[config.mk]
export PLATFORM = sky130hd
export DESIGN_NAME = button_press_classifier_flat
export DESIGN_NICKNAME = d
export VERILOG_FILES = /design/src/rtl/time_counter_pkg.sv /design/src/rtl/button_press_classifier_if.sv /design/src/rtl/button_debouncer.sv /design/src/rtl/button_press_classifier.sv /design/src/flat_wrapper.sv
export SDC_FILE = /design/constraint.sdc
export NUM_CORES = 1
export LEC_CHECK = 0
export ABC_AREA = 1
export BUFFER_PORTS_ARGS = -buffer_cell sky130_fd_sc_hd__buf_2
export CORE_AREA = 2 2 39 41
export CTS_BUF_LIST = sky130_fd_sc_hd__clkbuf_8 sky130_fd_sc_hd__clkbuf_16
export CTS_CLUSTER_DIAMETER = 40
export DETAILED_ROUTE_END_ITERATION = 6
export DIE_AREA = 0 0 41 43
export GPL_TIMING_DRIVEN = 0
export PLACE_DENSITY = 0.61
export SYNTH_ARGS = -nofsm -noshare
export SYNTH_HDL_FRONTEND = slang
export SYNTH_SLANG_ARGS = --single-unit
[constraint.sdc]
create_clock -name clk -period 1 [get_ports clk]
set_input_delay 0.1 -clock clk [delete_from_list [all_inputs] [get_ports clk]]
set_output_delay 0.1 -clock clk [all_outputs]
set_load 0.02 [all_outputs]
[src/rtl/time_counter_pkg.sv]
// Shared definitions for the TimeCounter button path: press codes and classifier FSM states.
package time_counter_pkg;

  localparam logic [1:0] BTN_NONE  = 2'd0;
  localparam logic [1:0] BTN_SHORT = 2'd1;
  localparam logic [1:0] BTN_LONG  = 2'd2;

  typedef enum logic [1:0] {
    StIdle,
    StHeld,
    StLongWait
  } press_state_e;

endpackage

[src/rtl/button_press_classifier_if.sv]
// Button-side signal bundle: raw button in, debounced level and press code out.
interface button_press_classifier_if;
  import time_counter_pkg::*;

  logic       btn_raw;
  logic [1:0] buttonState;
  logic       btn_level;

  modport master (
    output btn_raw,
    input  buttonState,
    input  btn_level
  );

  modport slave (
    input  btn_raw,
    output buttonState,
    output btn_level
  );

endinterface

[src/rtl/button_debouncer.sv]
// Polarity correction, two-flop synchroniser and stable-count debouncer for a push-button.
module button_debouncer #(
  parameter int unsigned DEBOUNCE_CYCLES = 2,
  parameter bit          BTN_ACTIVE_LOW  = 1'b0
) (
  input  logic clk,
  input  logic reset,
  input  logic btn_raw,
  output logic btn_level
);
  import time_counter_pkg::*;

  localparam int unsigned CntW = (DEBOUNCE_CYCLES > 1) ? $clog2(DEBOUNCE_CYCLES) : 1;
  localparam logic [CntW-1:0] CntLast = CntW'(DEBOUNCE_CYCLES - 1);

  logic            btn_pol;
  logic            sync1_q, sync2_q;
  logic [CntW-1:0] cnt_q, cnt_d;
  logic            level_q, level_d;

  assign btn_pol = BTN_ACTIVE_LOW ? ~btn_raw : btn_raw;

  // Level flips only after DEBOUNCE_CYCLES consecutive disagreeing samples.
  always_comb begin
    cnt_d   = '0;
    level_d = level_q;
    if (sync2_q != level_q) begin
      if (cnt_q == CntLast) begin
        level_d = sync2_q;
      end else begin
        cnt_d = cnt_q + CntW'(1);
      end
    end
  end

  always_ff @(posedge clk) begin
    if (reset) begin
      sync1_q <= 1'b0;
      sync2_q <= 1'b0;
      cnt_q   <= '0;
      level_q <= 1'b0;
    end else begin
      sync1_q <= btn_pol;
      sync2_q <= sync1_q;
      cnt_q   <= cnt_d;
      level_q <= level_d;
    end
  end

  assign btn_level = level_q;

endmodule

[src/rtl/button_press_classifier.sv]
// Classifies each debounced button press as short or long and emits a one-cycle code.
module button_press_classifier #(
  parameter int unsigned DEBOUNCE_CYCLES = 2,
  parameter int unsigned LONG_CYCLES     = 10,
  parameter bit          BTN_ACTIVE_LOW  = 1'b0
) (
  input  logic                       clk,
  input  logic                       reset,
  button_press_classifier_if.slave   btn_if
);
  import time_counter_pkg::*;

  localparam int unsigned HoldW = $clog2(LONG_CYCLES + 1);
  localparam logic [HoldW-1:0] HoldLast = HoldW'(LONG_CYCLES - 1);

  logic             btn_level;
  press_state_e     state_q;
  logic [HoldW-1:0] hold_q;
  logic [1:0]       code_q;

  button_debouncer #(
    .DEBOUNCE_CYCLES (DEBOUNCE_CYCLES),
    .BTN_ACTIVE_LOW  (BTN_ACTIVE_LOW)
  ) u_debouncer (
    .clk       (clk),
    .reset     (reset),
    .btn_raw   (btn_if.btn_raw),
    .btn_level (btn_level)
  );

  // hold_q counts cycles with btn_level high; it stops at LONG_CYCLES in StLongWait.
  always_ff @(posedge clk) begin
    if (reset) begin
      state_q <= StIdle;
      hold_q  <= '0;
      code_q  <= BTN_NONE;
    end else begin
      code_q <= BTN_NONE;
      case (state_q)
        StIdle: begin
          if (btn_level) begin
            state_q <= StHeld;
            hold_q  <= HoldW'(1);
          end
        end
        StHeld: begin
          if (btn_level) begin
            hold_q <= hold_q + HoldW'(1);
            if (hold_q == HoldLast) begin
              code_q  <= BTN_LONG;
              state_q <= StLongWait;
            end
          end else begin
            code_q  <= BTN_SHORT;
            state_q <= StIdle;
          end
        end
        StLongWait: begin
          if (!btn_level) begin
            state_q <= StIdle;
          end
        end
        default: state_q <= StIdle;
      endcase
    end
  end

  assign btn_if.buttonState = code_q;
  assign btn_if.btn_level   = btn_level;

endmodule

[src/flat_wrapper.sv]
// flat-port wrapper written by rule: the top's interface ports become plain ports
module button_press_classifier_flat import time_counter_pkg::*;
#(
  parameter int unsigned DEBOUNCE_CYCLES = 2,
  parameter int unsigned LONG_CYCLES     = 10,
  parameter bit          BTN_ACTIVE_LOW  = 1'b0
)
  (clk, reset, btn_if_btn_raw, btn_if_buttonState, btn_if_btn_level);
  button_press_classifier_if btn_if_i ();
  input  logic clk;
  input  logic reset;
  input wire logic [$bits(btn_if_i.btn_raw)-1:0] btn_if_btn_raw;
  output wire logic [$bits(btn_if_i.buttonState)-1:0] btn_if_buttonState;
  output wire logic [$bits(btn_if_i.btn_level)-1:0] btn_if_btn_level;
  assign btn_if_i.btn_raw = btn_if_btn_raw;
  assign btn_if_buttonState = btn_if_i.buttonState;
  assign btn_if_btn_level = btn_if_i.btn_level;
  button_press_classifier #(.DEBOUNCE_CYCLES(DEBOUNCE_CYCLES), .LONG_CYCLES(LONG_CYCLES), .BTN_ACTIVE_LOW(BTN_ACTIVE_LOW)) u_core (.clk(clk), .reset(reset), .btn_if(btn_if_i));
endmodule
==> reports/results.ini, run 1 <==
[power_and_ir_drop]
p_sw_frac=0.207
power_density_nw_per_um2=1780
ir_worst_vdd_v=0.000766
p_int_mw=0.864
combPwrFrac=0.058
power_leakage_nw=0.281
switching_power_mw=0.226
pwr-share-clk=0.482
pwr-share-seq=0.460
p_total_mw=1.09

[clock_tree]
hold_buffers=0
cts_resized=1
cts_max_path_buffers=2
numCtsBuffers=3
cts_setup_buffers=0
clock_latency_ns=0.24
cts_tree=done
cts_root_buf=clkbuf_8
cts_sinks=12
htree_num_levels=1
clk_pin_slew_ns=0.05

[floorplanning]
fp.dieArea_um2=1760
die_w_um=41
die_h_um=43
core_area_um2=1380
start_util=0.360
std_cell_rows=14
io_pins=6

[worst_setup_path]
path_class=reg2reg
worst_setup_path_start_kind=flop
critPathMaxFanout=5
cp-end-kind=flop
slowest_delay_ns=0.36
cp_top_family=simple AND/OR/NAND/NOR gates
required_ns=1.19
cpMaxStageDelayCell=dfxtp_2
cp_num_buf_inv=0
worstPathCellList=ha_1, nand3_2, nor2_2, nand3_1, nand2_1
critPathArrivalTime_ns=1.12

[grt]
grt_pass1_vias=380
grt.busiest_layer=met2
grt_antenna_before_repair=0
gr-usage-met2=0.191
use_met1=0.123
overflow=0
grt_max_degree=10
met3_usage=0.0471
grt_use_total=0.124
grt_pass1_wl_um=1410

[sta]
drv_slew=0
fmaxAchievable_mhz=1070
fin_crit_sh=0.932
clock_skew_ns=0.00560
tightest_slew_ns=0.146
worst_hold_slack_ns=0.0590
fin_crit_ns=0.932
setup_tns_ns=0
finalSetupViolCount=0
setup_slack_ns=0.0680
hold_viol_final=0
slew_headroom=0.902

[synthesis]
netlist-cell-type-count=17
synth-seq-area-share=0.482
syn_area_um2=498
syn_nets=68
synth_cells=63
synth_warnings=0
synth-seq-cells=12
syn_avg_cell_area_um2=7.90

[final_layout]
fin_nets=78
final_layout_size_suffix_gt1_frac=0.347
fin_util=0.443
num_antenna_cells=0
synthToLayoutAreaGrowth_pct=23.1

[route]
ant_nets=0
dr.pass1.iters=2
drt_drc_violations_left=0
via_count=415
routed_wl_um=804
vias_per_cell=4.72
wire_per_inst_um=9.14
drt_first_iter_violations=1

[place]
gp_congestion=0.691
dpl_worst_slack_ns=-0.000547
hpwlAfterDp_um=588
io_buffers=5

[run_status]
status=completed

[flow_run]
cap_violations=0

[hold_path]
min_path_type=in2reg

==> stage by stage <==
| step | std cells | area [um^2] |
|---|---|---|
| 6_report | 88 | 613 |
| 5_1_grt | 88 | 613 |
| 4_1_cts | 88 | 601 |
| 3_5_place_dp | 84 | 544 |
| 3_3_place_gp | 84 | 544 |
| 2_1_floorplan | 63 | 499 |
==> flip-flops by register name (all words and copies together), names as in the netlist <==
name	count
u_core.u_debouncer.cnt_q	1
u_core.btn_if.buttonState	2
u_core.state_q	2
u_core.hold_q	4
u_core.u_debouncer.sync1_q	1
u_core.u_debouncer.btn_level	1
u_core.u_debouncer.sync2_q	1
==> worst register-to-register path: stages (launching register included) <==
cell and delay, ns:
dfxtp_2 0.36, ha_1 0.17, nand3_2 0.08, nor2_2 0.11, nand3_1 0.10, nand2_1 0.07
==> path summary, 6_finish.rpt <==
| kind | startpoint | to | slack (ns) | cells after the start |
|---|---|---|---|---|
| setup / recovery | u_core.hold_q[0]$_SDFFE_PP0P_ | u_core.state_q[1]$_SDFFE_PP0P_ | 0.07 | 5 |
| hold / removal | btn_if_btn_raw | u_core.u_debouncer.sync1_q$_SDFF_PP0_ | 0.06 | 3 |
| setup reg to reg | u_core.hold_q[0]$_SDFFE_PP0P_ | u_core.state_q[1]$_SDFFE_PP0P_ | 0.07 | 5 |
| hold reg to reg | u_core.u_debouncer.sync1_q$_SDFF_PP0_ | u_core.u_debouncer.sync2_q$_SDFF_PP0_ | 0.40 | 2 |
==> cell families (layout without fill, tap and decap cells) <==
group / count (synthesis) / in the layout / synth area share
DFF: 12 / 12 / 0.482
adders and majority gates: 2 / 2 / 0.0502
and+or+nand+nor: 27 / 27 / 0.254
buffers and inverters: 14 / 23 / 0.121
AOI/OAI and AO/OA: 8 / 8 / 0.0930
==> cells in the final DEF, fill, tap and decap left out, drive strengths merged <==
cell type,instances
ha,2
nand4,2
buf,6
clkbuf,4
a21oi,4
nand2,9
inv,13
nor3b,1
dfxtp,12
o21ai,3
nand3,5
nor3,2
nor2,8
o21bai,1
==> power by group through the flow <==
stage / registers, mW / clock network, mW / logic [mW]
after CTS: 0.501 / 0.537 / 0.0627
final: 0.502 / 0.526 / 0.0628
after floorplan: 0.514 / 0 / 0.0405
after global placement: 0.510 / 0 / 0.0613
after global routing: 0.503 / 0.558 / 0.0731
after detailed placement: 0.511 / 0 / 0.0622
==> synthesized netlist by cell type, drive strengths merged <==
| cell type | number | area, um^2 |
|---|---|---|
| dfxtp | 12 | 240 |
| inv | 13 | 48.8 |
| nor3 | 2 | 10.0 |
| nor2 | 8 | 35.0 |
| o21ai | 3 | 15.0 |
| nand2 | 9 | 36.3 |
| o21bai | 1 | 11.3 |
| nand3 | 5 | 25.0 |
| a21oi | 4 | 20.0 |
| nand4 | 2 | 12.5 |
| ha | 2 | 25.0 |
| buf | 1 | 11.3 |
| nor3b | 1 | 7.51 |
==> metal layers <==
layer	up-vias	part of all wire	wire length, um
met5	-	0	0
met4	0	0.039	31
met3	5	0.037	30
met2	7	0.47	380
met1	185	0.45	362
li1	218	-	-
==> layout make-up <==
type	count	area [um^2]
fill	137	771
sequential	12	244
multi-input combinational	37	209
clock buffer	4	55.1
inverter	13	48.8
timing repair buffer	5	25.0
tap	16	20.0
buffer	1	11.3
Note: power is estimated with default switching activity, not from simulation.
==> inputs of run 2 (changes only) <==
--- a/config.mk
+++ b/config.mk
@@ -5,15 +5,13 @@
 export SDC_FILE = /design/constraint.sdc
 export NUM_CORES = 1
 export LEC_CHECK = 0
-export ABC_AREA = 1
 export BUFFER_PORTS_ARGS = -buffer_cell sky130_fd_sc_hd__buf_2
 export CORE_AREA = 2 2 39 41
 export CTS_BUF_LIST = sky130_fd_sc_hd__clkbuf_8 sky130_fd_sc_hd__clkbuf_16
 export CTS_CLUSTER_DIAMETER = 40
 export DETAILED_ROUTE_END_ITERATION = 6
 export DIE_AREA = 0 0 41 43
-export GPL_TIMING_DRIVEN = 0
-export PLACE_DENSITY = 0.61
+export PLACE_DENSITY = 0.62
 export SYNTH_ARGS = -nofsm -noshare
 export SYNTH_HDL_FRONTEND = slang
 export SYNTH_SLANG_ARGS = --single-unit
==> constraint.sdc (replaced) <==
create_clock -name clk -period 0.8 [get_ports clk]
set_input_delay 0.08 -clock clk [delete_from_list [all_inputs] [get_ports clk]]
set_output_delay 0.08 -clock clk [all_outputs]
set_load 0.02 [all_outputs]
==> run 2 against run 1 <==
Critical endpoint is now u_core.hold_q[1]$_SDFFE_PP0P_. Global-route usage rose by 0.92 points. Combinational power fell by 50%. Worst hold slack got worse by 0.0021 ns. First-iteration DRC count did not move. Synthesized area fell by 4.5%. Die area did not move. The flow now finishes with violations (negative setup slack). Largest cell class is now multi-input gates. Fmax fell by 19%.
==> reports/results.ini, run 2 <==
[floorplanning]
die_w_um=41  ; unchanged
start_util=0.344  ; was 0.360
die_h_um=43  ; unchanged
fp.dieArea_um2=1760  ; unchanged
io_pins=6  ; unchanged
std_cell_rows=14  ; unchanged
core_area_um2=1380  ; unchanged

[place]
place_inst=77  ; was 84
hpwlAfterDp_um=603  ; was 588 um
postPlaceCellArea_um2=602  ; was 544 um^2
gp_congestion=0.732  ; was 0.691
io_buffers=5  ; unchanged

[grt]
grt_antenna_before_repair=0  ; unchanged
met3_usage=0.0314  ; was 0.0471
overflow=0  ; unchanged
grt_pass1_vias=403  ; was 380
grt_pass1_wl_um=1530  ; was 1410 um
grt.busiest_layer=met2  ; unchanged
grt_use_total=0.133  ; was 0.124
use_met1=0.140  ; was 0.123
grt_max_degree=13  ; was 10
gr-usage-met2=0.203  ; was 0.191

[worst_setup_path]
critPathMaxFanout=4  ; was 5
cpMaxStageDelayCell=or3_1  ; was dfxtp_2
cp_top_family=simple AND/OR/NAND/NOR gates  ; unchanged
critPathArrivalTime_ns=1.31  ; was 1.12 ns
worstPathCellList=inv_2, ha_4, or3_1, a21oi_1  ; was ha_1, nand3_2, nor2_2, nand3_1, nand2_1
r2r_start=u_core.hold_q[1]$_SDFFE_PP0P_  ; was u_core.hold_q[0]$_SDFFE_PP0P_
r2r-end=u_core.hold_q[1]$_SDFFE_PP0P_  ; was u_core.state_q[1]$_SDFFE_PP0P_
path_class=reg2reg  ; unchanged
cp-end-kind=flop  ; unchanged
cp_num_buf_inv=1  ; was 0
r2r_slack_ns=-0.35  ; was 0.07 ns
reg2regPathDepth=4  ; was 5
required_ns=0.96  ; was 1.19 ns
slowest_delay_ns=0.36  ; about the same
worst_setup_path_start_kind=flop  ; unchanged

[final_layout]
regArea_um2=251  ; was 244 um^2
multi_input_comb_area_um2=254  ; was 209 um^2
layout_common_cells=buf_4 (14), dfxtp_1 (7), nand2_1 (4)  ; was dfxtp_1 (9), inv_1 (8), nand2_1 (8)
regMostFlops=u_core.hold_q  ; unchanged
final_layout_size_suffix_gt1_frac=0.500  ; was 0.347
largest_reg_flops=4  ; unchanged
instances_no_fill=84  ; was 88
final_common_cell=buf_4  ; was dfxtp_1
synthToLayoutAreaGrowth_pct=52.9  ; was 23.1%
fin_nets=74  ; was 78
num_antenna_cells=0  ; unchanged
nFillCells=125  ; was 137
final_cell_area_um2=727  ; was 613 um^2
fin_util=0.525  ; was 0.443

[clock_tree]
numCtsBuffers=3  ; unchanged
clock_latency_ns=0.23  ; was 0.24 ns
cts_max_path_buffers=2  ; unchanged
cts_sinks=12  ; unchanged
clk_pin_slew_ns=0.05  ; about the same
cts_tree=done  ; unchanged
cts_root_buf=clkbuf_8  ; unchanged
htree_num_levels=1  ; unchanged

[synthesis]
synth_top_area_share=0.505  ; was 0.482
syn_avg_cell_area_um2=10.1  ; was 7.90 um^2
yosysTopAreaCell=dfxtp_1  ; unchanged
synth_cells=47  ; was 63
synth_warnings=0  ; unchanged
synth_most_common_cell=dfxtp_1  ; unchanged
synth_edf_count=0  ; unchanged
ys.flop_type=dfxtp_1  ; unchanged
netlist-cell-type-count=24  ; was 17
syn_area_um2=475  ; was 498 um^2
synth-seq-cells=12  ; unchanged
async_flop_share=0  ; unchanged
synthTopCellsByCount=dfxtp_1 (12), nand2_1 (4), nor2b_1 (3)  ; was dfxtp_1 (12), inv_1 (9), nand2_1 (8), nor2_1 (6), nand3_1 (5)
syn_nets=52  ; was 68
synthTopCellsByArea=dfxtp_1 (51%), ha_1 (5.3%), mux2i_1 (4.2%)  ; was dfxtp_1 (48%), inv_1 (6.8%), nand2_1 (6.0%)
synth-seq-area-share=0.505  ; was 0.482

[run_status]
violations=negative setup slack
status=finished with violations  ; was completed

[hold_path]
min_path_type=in2reg  ; unchanged
hold_path_depth=2  ; was 3
holdCritStartpoint=btn_if_btn_raw  ; unchanged
hold_path_end=u_core.u_debouncer.sync1_q$_SDFF_PP0_  ; unchanged

[sta]
setup_tns_ns=-2.16  ; was 0 ns
slew_headroom=0.839  ; was 0.902
rsz0062_at_grt=yes
clock_skew_ns=0.000672  ; was 0.00560 ns
drv_slew=0  ; unchanged
fmaxAchievable_mhz=871  ; was 1070 MHz
hold_viol_final=0  ; unchanged
fin_crit_ns=1.15  ; was 0.932 ns
tightest_slew_ns=0.239  ; was 0.146 ns
fin_crit_sh=1.44  ; was 0.932
finalSetupViolCount=10  ; was 0
setup_slack_ns=-0.348  ; was 0.0680 ns

[flow_run]
cap_violations=0  ; unchanged

[power_and_ir_drop]
power_density_nw_per_um2=1620  ; was 1780 nW/um^2
ir_worst_vdd_v=0.00110  ; was 0.000766 V
p_total_mw=1.18  ; was 1.09 mW
power_leakage_nw=0.287  ; was 0.281 nW

[route]
dr.pass1.iters=3  ; was 2
vias_per_cell=4.60  ; was 4.72
via_count=386  ; was 415
ant_nets=0  ; unchanged
wire_per_inst_um=10.2  ; was 9.14 um
routed_wl_um=859  ; was 804 um
drt_drc_violations_left=0  ; unchanged
drt_first_iter_violations=1  ; unchanged

==> run 2: per-stage QoR <==
stage          hold WS, ns  setup slack [ns]
6_report            0.0570            -0.348
5_1_grt             0.0748            -0.420
4_1_cts             0.0536            -0.366
3_5_place_dp         0.297            -0.368
3_3_place_gp         0.287            -0.332
2_1_floorplan        0.152            -0.380
==> run 2: metal layers <==
layer | up-vias | wire length, um
li1 | 202 | -
met1 | 178 | 388
met2 | 4 | 422
met3 | 2 | 18
met4 | 0 | 29
met5 | - | 0
==> run 2: cells by family (layout without fill, tap and decap cells) <==
| logic type | after synthesis | in the layout | share of synthesized area |
|---|---|---|---|
| simple gates | 21 | 21 | 0.266 |
| flops | 12 | 12 | 0.505 |
| compound gates | 4 | 4 | 0.0447 |
| buf+inv | 4 | 25 | 0.0474 |
| mux | 3 | 3 | 0.0658 |
| fa+ha+maj | 2 | 2 | 0.0526 |
| xor+xnor | 1 | 1 | 0.0184 |
==> run 2: worst max path at each step <==
stage | depth (start not counted) | end | start | slack (ns)
floorplan | 4 | u_core.hold_q[3]$_SDFFE_PP0P_ | u_core.u_debouncer.btn_level$_SDFFE_PP0P_ | -0.38
global placement | 4 | u_core.hold_q[1]$_SDFFE_PP0P_ | u_core.hold_q[1]$_SDFFE_PP0P_ | -0.33
detailed placement | 4 | u_core.hold_q[1]$_SDFFE_PP0P_ | u_core.hold_q[1]$_SDFFE_PP0P_ | -0.37
CTS | 4 | u_core.hold_q[1]$_SDFFE_PP0P_ | u_core.hold_q[1]$_SDFFE_PP0P_ | -0.37
global route | 4 | u_core.hold_q[1]$_SDFFE_PP0P_ | u_core.hold_q[1]$_SDFFE_PP0P_ | -0.42
finish | 4 | u_core.hold_q[1]$_SDFFE_PP0P_ | u_core.hold_q[1]$_SDFFE_PP0P_ | -0.35
==> run 2: power breakdown <==
part	switching, mW	leakage (nW)	internal [mW]
Clock	0.204	0.0269	0.337
Sequential	0.00432	0.100	0.600
Combinational	0.0155	0.160	0.0158
Total	0.224	0.287	0.952
==> run 2: repair_timing <==
| item | 4_1_cts | 5_1_grt |
|---|---|---|
| hold buffers | 0 | 0 |
| pin swaps | 7 | 3 |
| gates resized for setup | 12 | 3 |
| endpoints found under the setup margin | 10 | 12 |
| buffers inserted | 2 | 2 |
==> run 2: cell type report <==
cell class / instances / share of cell area
Clock buffer: 3 / 0.0568
Clock inverter: 1 / 0.00516
Inverter: 2 / 0.0103
Multi-Input combinational cell: 31 / 0.349
Sequential cell: 12 / 0.346
Tap cell: 16 / 0.0275
Timing Repair Buffer: 19 / 0.205
==> inputs of run 3 (changes only) <==
--- a/config.mk
+++ b/config.mk
@@ -11,7 +11,9 @@
 export CTS_CLUSTER_DIAMETER = 40
 export DETAILED_ROUTE_END_ITERATION = 6
 export DIE_AREA = 0 0 41 43
+export GPL_TIMING_DRIVEN = 0
 export PLACE_DENSITY = 0.62
+export REMOVE_ABC_BUFFERS = 1
 export SYNTH_ARGS = -nofsm -noshare
 export SYNTH_HDL_FRONTEND = slang
 export SYNTH_SLANG_ARGS = --single-unit
==> run 3 against run 2 <==
The run still ends with negative setup slack left. Cell area fell by 2.2%. Worst hold slack got worse by 0.011 ns. Register-to-register slack barely moved. Sequential power barely moved. Via count rose by 2.6%. First-iteration DRC count rose to 3.0 times the previous value.
==> reports/results.ini, run 3 (synthesized netlist as in run 2, its figures left out) <==
[power_and_ir_drop]
p_int_mw=1.05  ; was 0.952 mW
p_sw_frac=0.195  ; was 0.190
ir_worst_vdd_v=0.000725  ; was 0.00110 V
pwr-share-clk=0.513  ; was 0.460
power_density_nw_per_um2=1830  ; was 1620 nW/um^2
switching_power_mw=0.254  ; was 0.224 mW
pwr-share-seq=0.462  ; was 0.514
combPwrFrac=0.025  ; was 0.027
power_leakage_nw=0.269  ; was 0.287 nW
p_total_mw=1.30  ; was 1.18 mW

[place]
gp_congestion=0.668  ; was 0.732
hpwlAfterDp_um=493  ; was 603 um
io_buffers=5  ; unchanged

[final_layout]
nFillCells=127  ; was 125
regMostFlops=u_core.hold_q  ; unchanged
fin_nets=69  ; was 74
largest_reg_flops=4  ; unchanged
num_antenna_cells=0  ; unchanged
layout_common_cells=buf_4 (10), dfxtp_1 (7), nand2_1 (4), clkbuf_8 (4)  ; was buf_4 (14), dfxtp_1 (7), nand2_1 (4)
fin_util=0.514  ; was 0.525
final_layout_size_suffix_gt1_frac=0.524  ; was 0.500
synthToLayoutAreaGrowth_pct=49.5  ; was 52.9%
final_common_cell=buf_4  ; unchanged

[clock_tree]
numCtsBuffers=3  ; unchanged
cts_tree=done  ; unchanged
cts_max_path_buffers=2  ; unchanged
cts_root_buf=clkbuf_8  ; unchanged
clk_pin_slew_ns=0.05  ; about the same
htree_num_levels=1  ; unchanged
hold_buffers=0  ; unchanged
cts_sinks=12  ; unchanged
clock_latency_ns=0.24  ; was 0.23 ns

[sta]
tightest_slew_ns=0.267  ; was 0.239 ns
clock_skew_ns=0.000502  ; was 0.000672 ns
setup_tns_ns=-1.98  ; was -2.16 ns
fin_crit_ns=1.16  ; was 1.15 ns
rsz0062_at_grt=yes  ; unchanged
slew_headroom=0.822  ; was 0.839
hold_viol_final=0  ; unchanged
fin_crit_sh=1.45  ; was 1.44
drv_slew=0  ; unchanged
fmaxAchievable_mhz=865  ; was 871 MHz
finalSetupViolCount=8  ; was 10
setup_slack_ns=-0.356  ; was -0.348 ns

[grt]
grt_pass1_wl_um=1570  ; was 1530 um
grt_max_degree=13  ; unchanged
grt_antenna_before_repair=0  ; unchanged
overflow=0  ; unchanged
grt_use_total=0.140  ; was 0.133
grt_pass1_vias=368  ; was 403

[route]
ant_nets=0  ; unchanged
dr.pass1.iters=2  ; was 3
drt_first_iter_violations=3  ; was 1
drt_drc_violations_left=0  ; unchanged
via_count=396  ; was 386
wire_per_inst_um=12.4  ; was 10.2 um
routed_wl_um=976  ; was 859 um
vias_per_cell=5.01  ; was 4.60

[floorplanning]
core_area_um2=1380  ; unchanged
start_util=0.344  ; unchanged
die_w_um=41  ; unchanged
std_cell_rows=14  ; unchanged
die_h_um=43  ; unchanged
io_pins=6  ; unchanged
fp.dieArea_um2=1760  ; unchanged

[worst_setup_path]
worst_setup_path_start_kind=flop  ; unchanged
cp-end-kind=flop  ; unchanged
path_class=reg2reg  ; unchanged
critPathArrivalTime_ns=1.32  ; was 1.31 ns
required_ns=0.96  ; about the same
critPathMaxFanout=2  ; was 4

[flow_run]
cap_violations=0  ; unchanged

[hold_path]
min_path_type=in2reg  ; unchanged

[run_status]
violations=negative setup slack  ; unchanged
status=finished with violations  ; unchanged

-- run 3: power by group through the flow --
| stage | Sequential, mW | Combinational [mW] | Clock (mW) |
|---|---|---|---|
| after floorplan | 0.622 | 0.00927 | 0 |
| after global placement | 0.622 | 0.0243 | 0 |
| after detailed placement | 0.623 | 0.0247 | 0 |
| after CTS | 0.601 | 0.0300 | 0.678 |
| after global routing | 0.601 | 0.0358 | 0.703 |
| final | 0.601 | 0.0325 | 0.667 |
-- run 3: worst paths after layout --
path,startpoint,endpoint,slack (ns),cells after the start
worst max register to register,u_core.hold_q[1]$_SDFFE_PP0P_,u_core.state_q[1]$_SDFFE_PP0P_,-0.36,5
worst min-delay path,btn_if_btn_raw,u_core.u_debouncer.sync1_q$_SDFF_PP0_,0.05,2
worst max-delay path,u_core.hold_q[1]$_SDFFE_PP0P_,u_core.state_q[1]$_SDFFE_PP0P_,-0.36,5
worst min register to register,u_core.u_debouncer.sync1_q$_SDFF_PP0_,u_core.u_debouncer.sync2_q$_SDFF_PP0_,0.44,1
-- run 3: per-stage QoR --
| stage | instances | cell area [um^2] | hold WS (ns) | worst slack, ns |
|---|---|---|---|---|
| 2_1_floorplan | 45 | 460 | 0.149 | -0.583 |
| 3_3_place_gp | 66 | 505 | 0.290 | -0.531 |
| 3_5_place_dp | 66 | 505 | 0.297 | -0.569 |
| 4_1_cts | 76 | 671 | 0.0456 | -0.350 |
| 5_1_grt | 79 | 711 | 0.0771 | -0.403 |
| 6_report | 79 | 711 | 0.0462 | -0.356 |
-- run 3: routing by layer --
metal,track usage,up-vias,wire length [um]
li1,-,194,-
met1,0.160,192,441
met2,0.197,6,471
met3,0.0157,4,12
met4,0.160,0,51
met5,0,-,0
-- run 3: what timing repair did --
item | in CTS | in global routing
pin swaps | 5 | 1
setup buffers | 6 | 3
setup endpoints to repair | 9 | 11
gates resized for setup | 18 | 5
hold endpoints to repair | 0 | 0
-- run 3: critical path, stage by stage (launching register included) --
cell and delay (ns):
dfxtp_2 0.33, inv_2 0.06, ha_4 0.11, nand4b_1 0.13, mux2_4 0.30, nor3b_2 0.16
-- run 3: area by class of cell --
type	instances	area, um^2	area share
inverters	2	7.51	0.0106
multi-input cells	31	258	0.363
clock buffers	4	55.1	0.0775
repair buffers	14	116	0.164
well taps	16	20.0	0.0282
flip-flops and latches	12	254	0.357
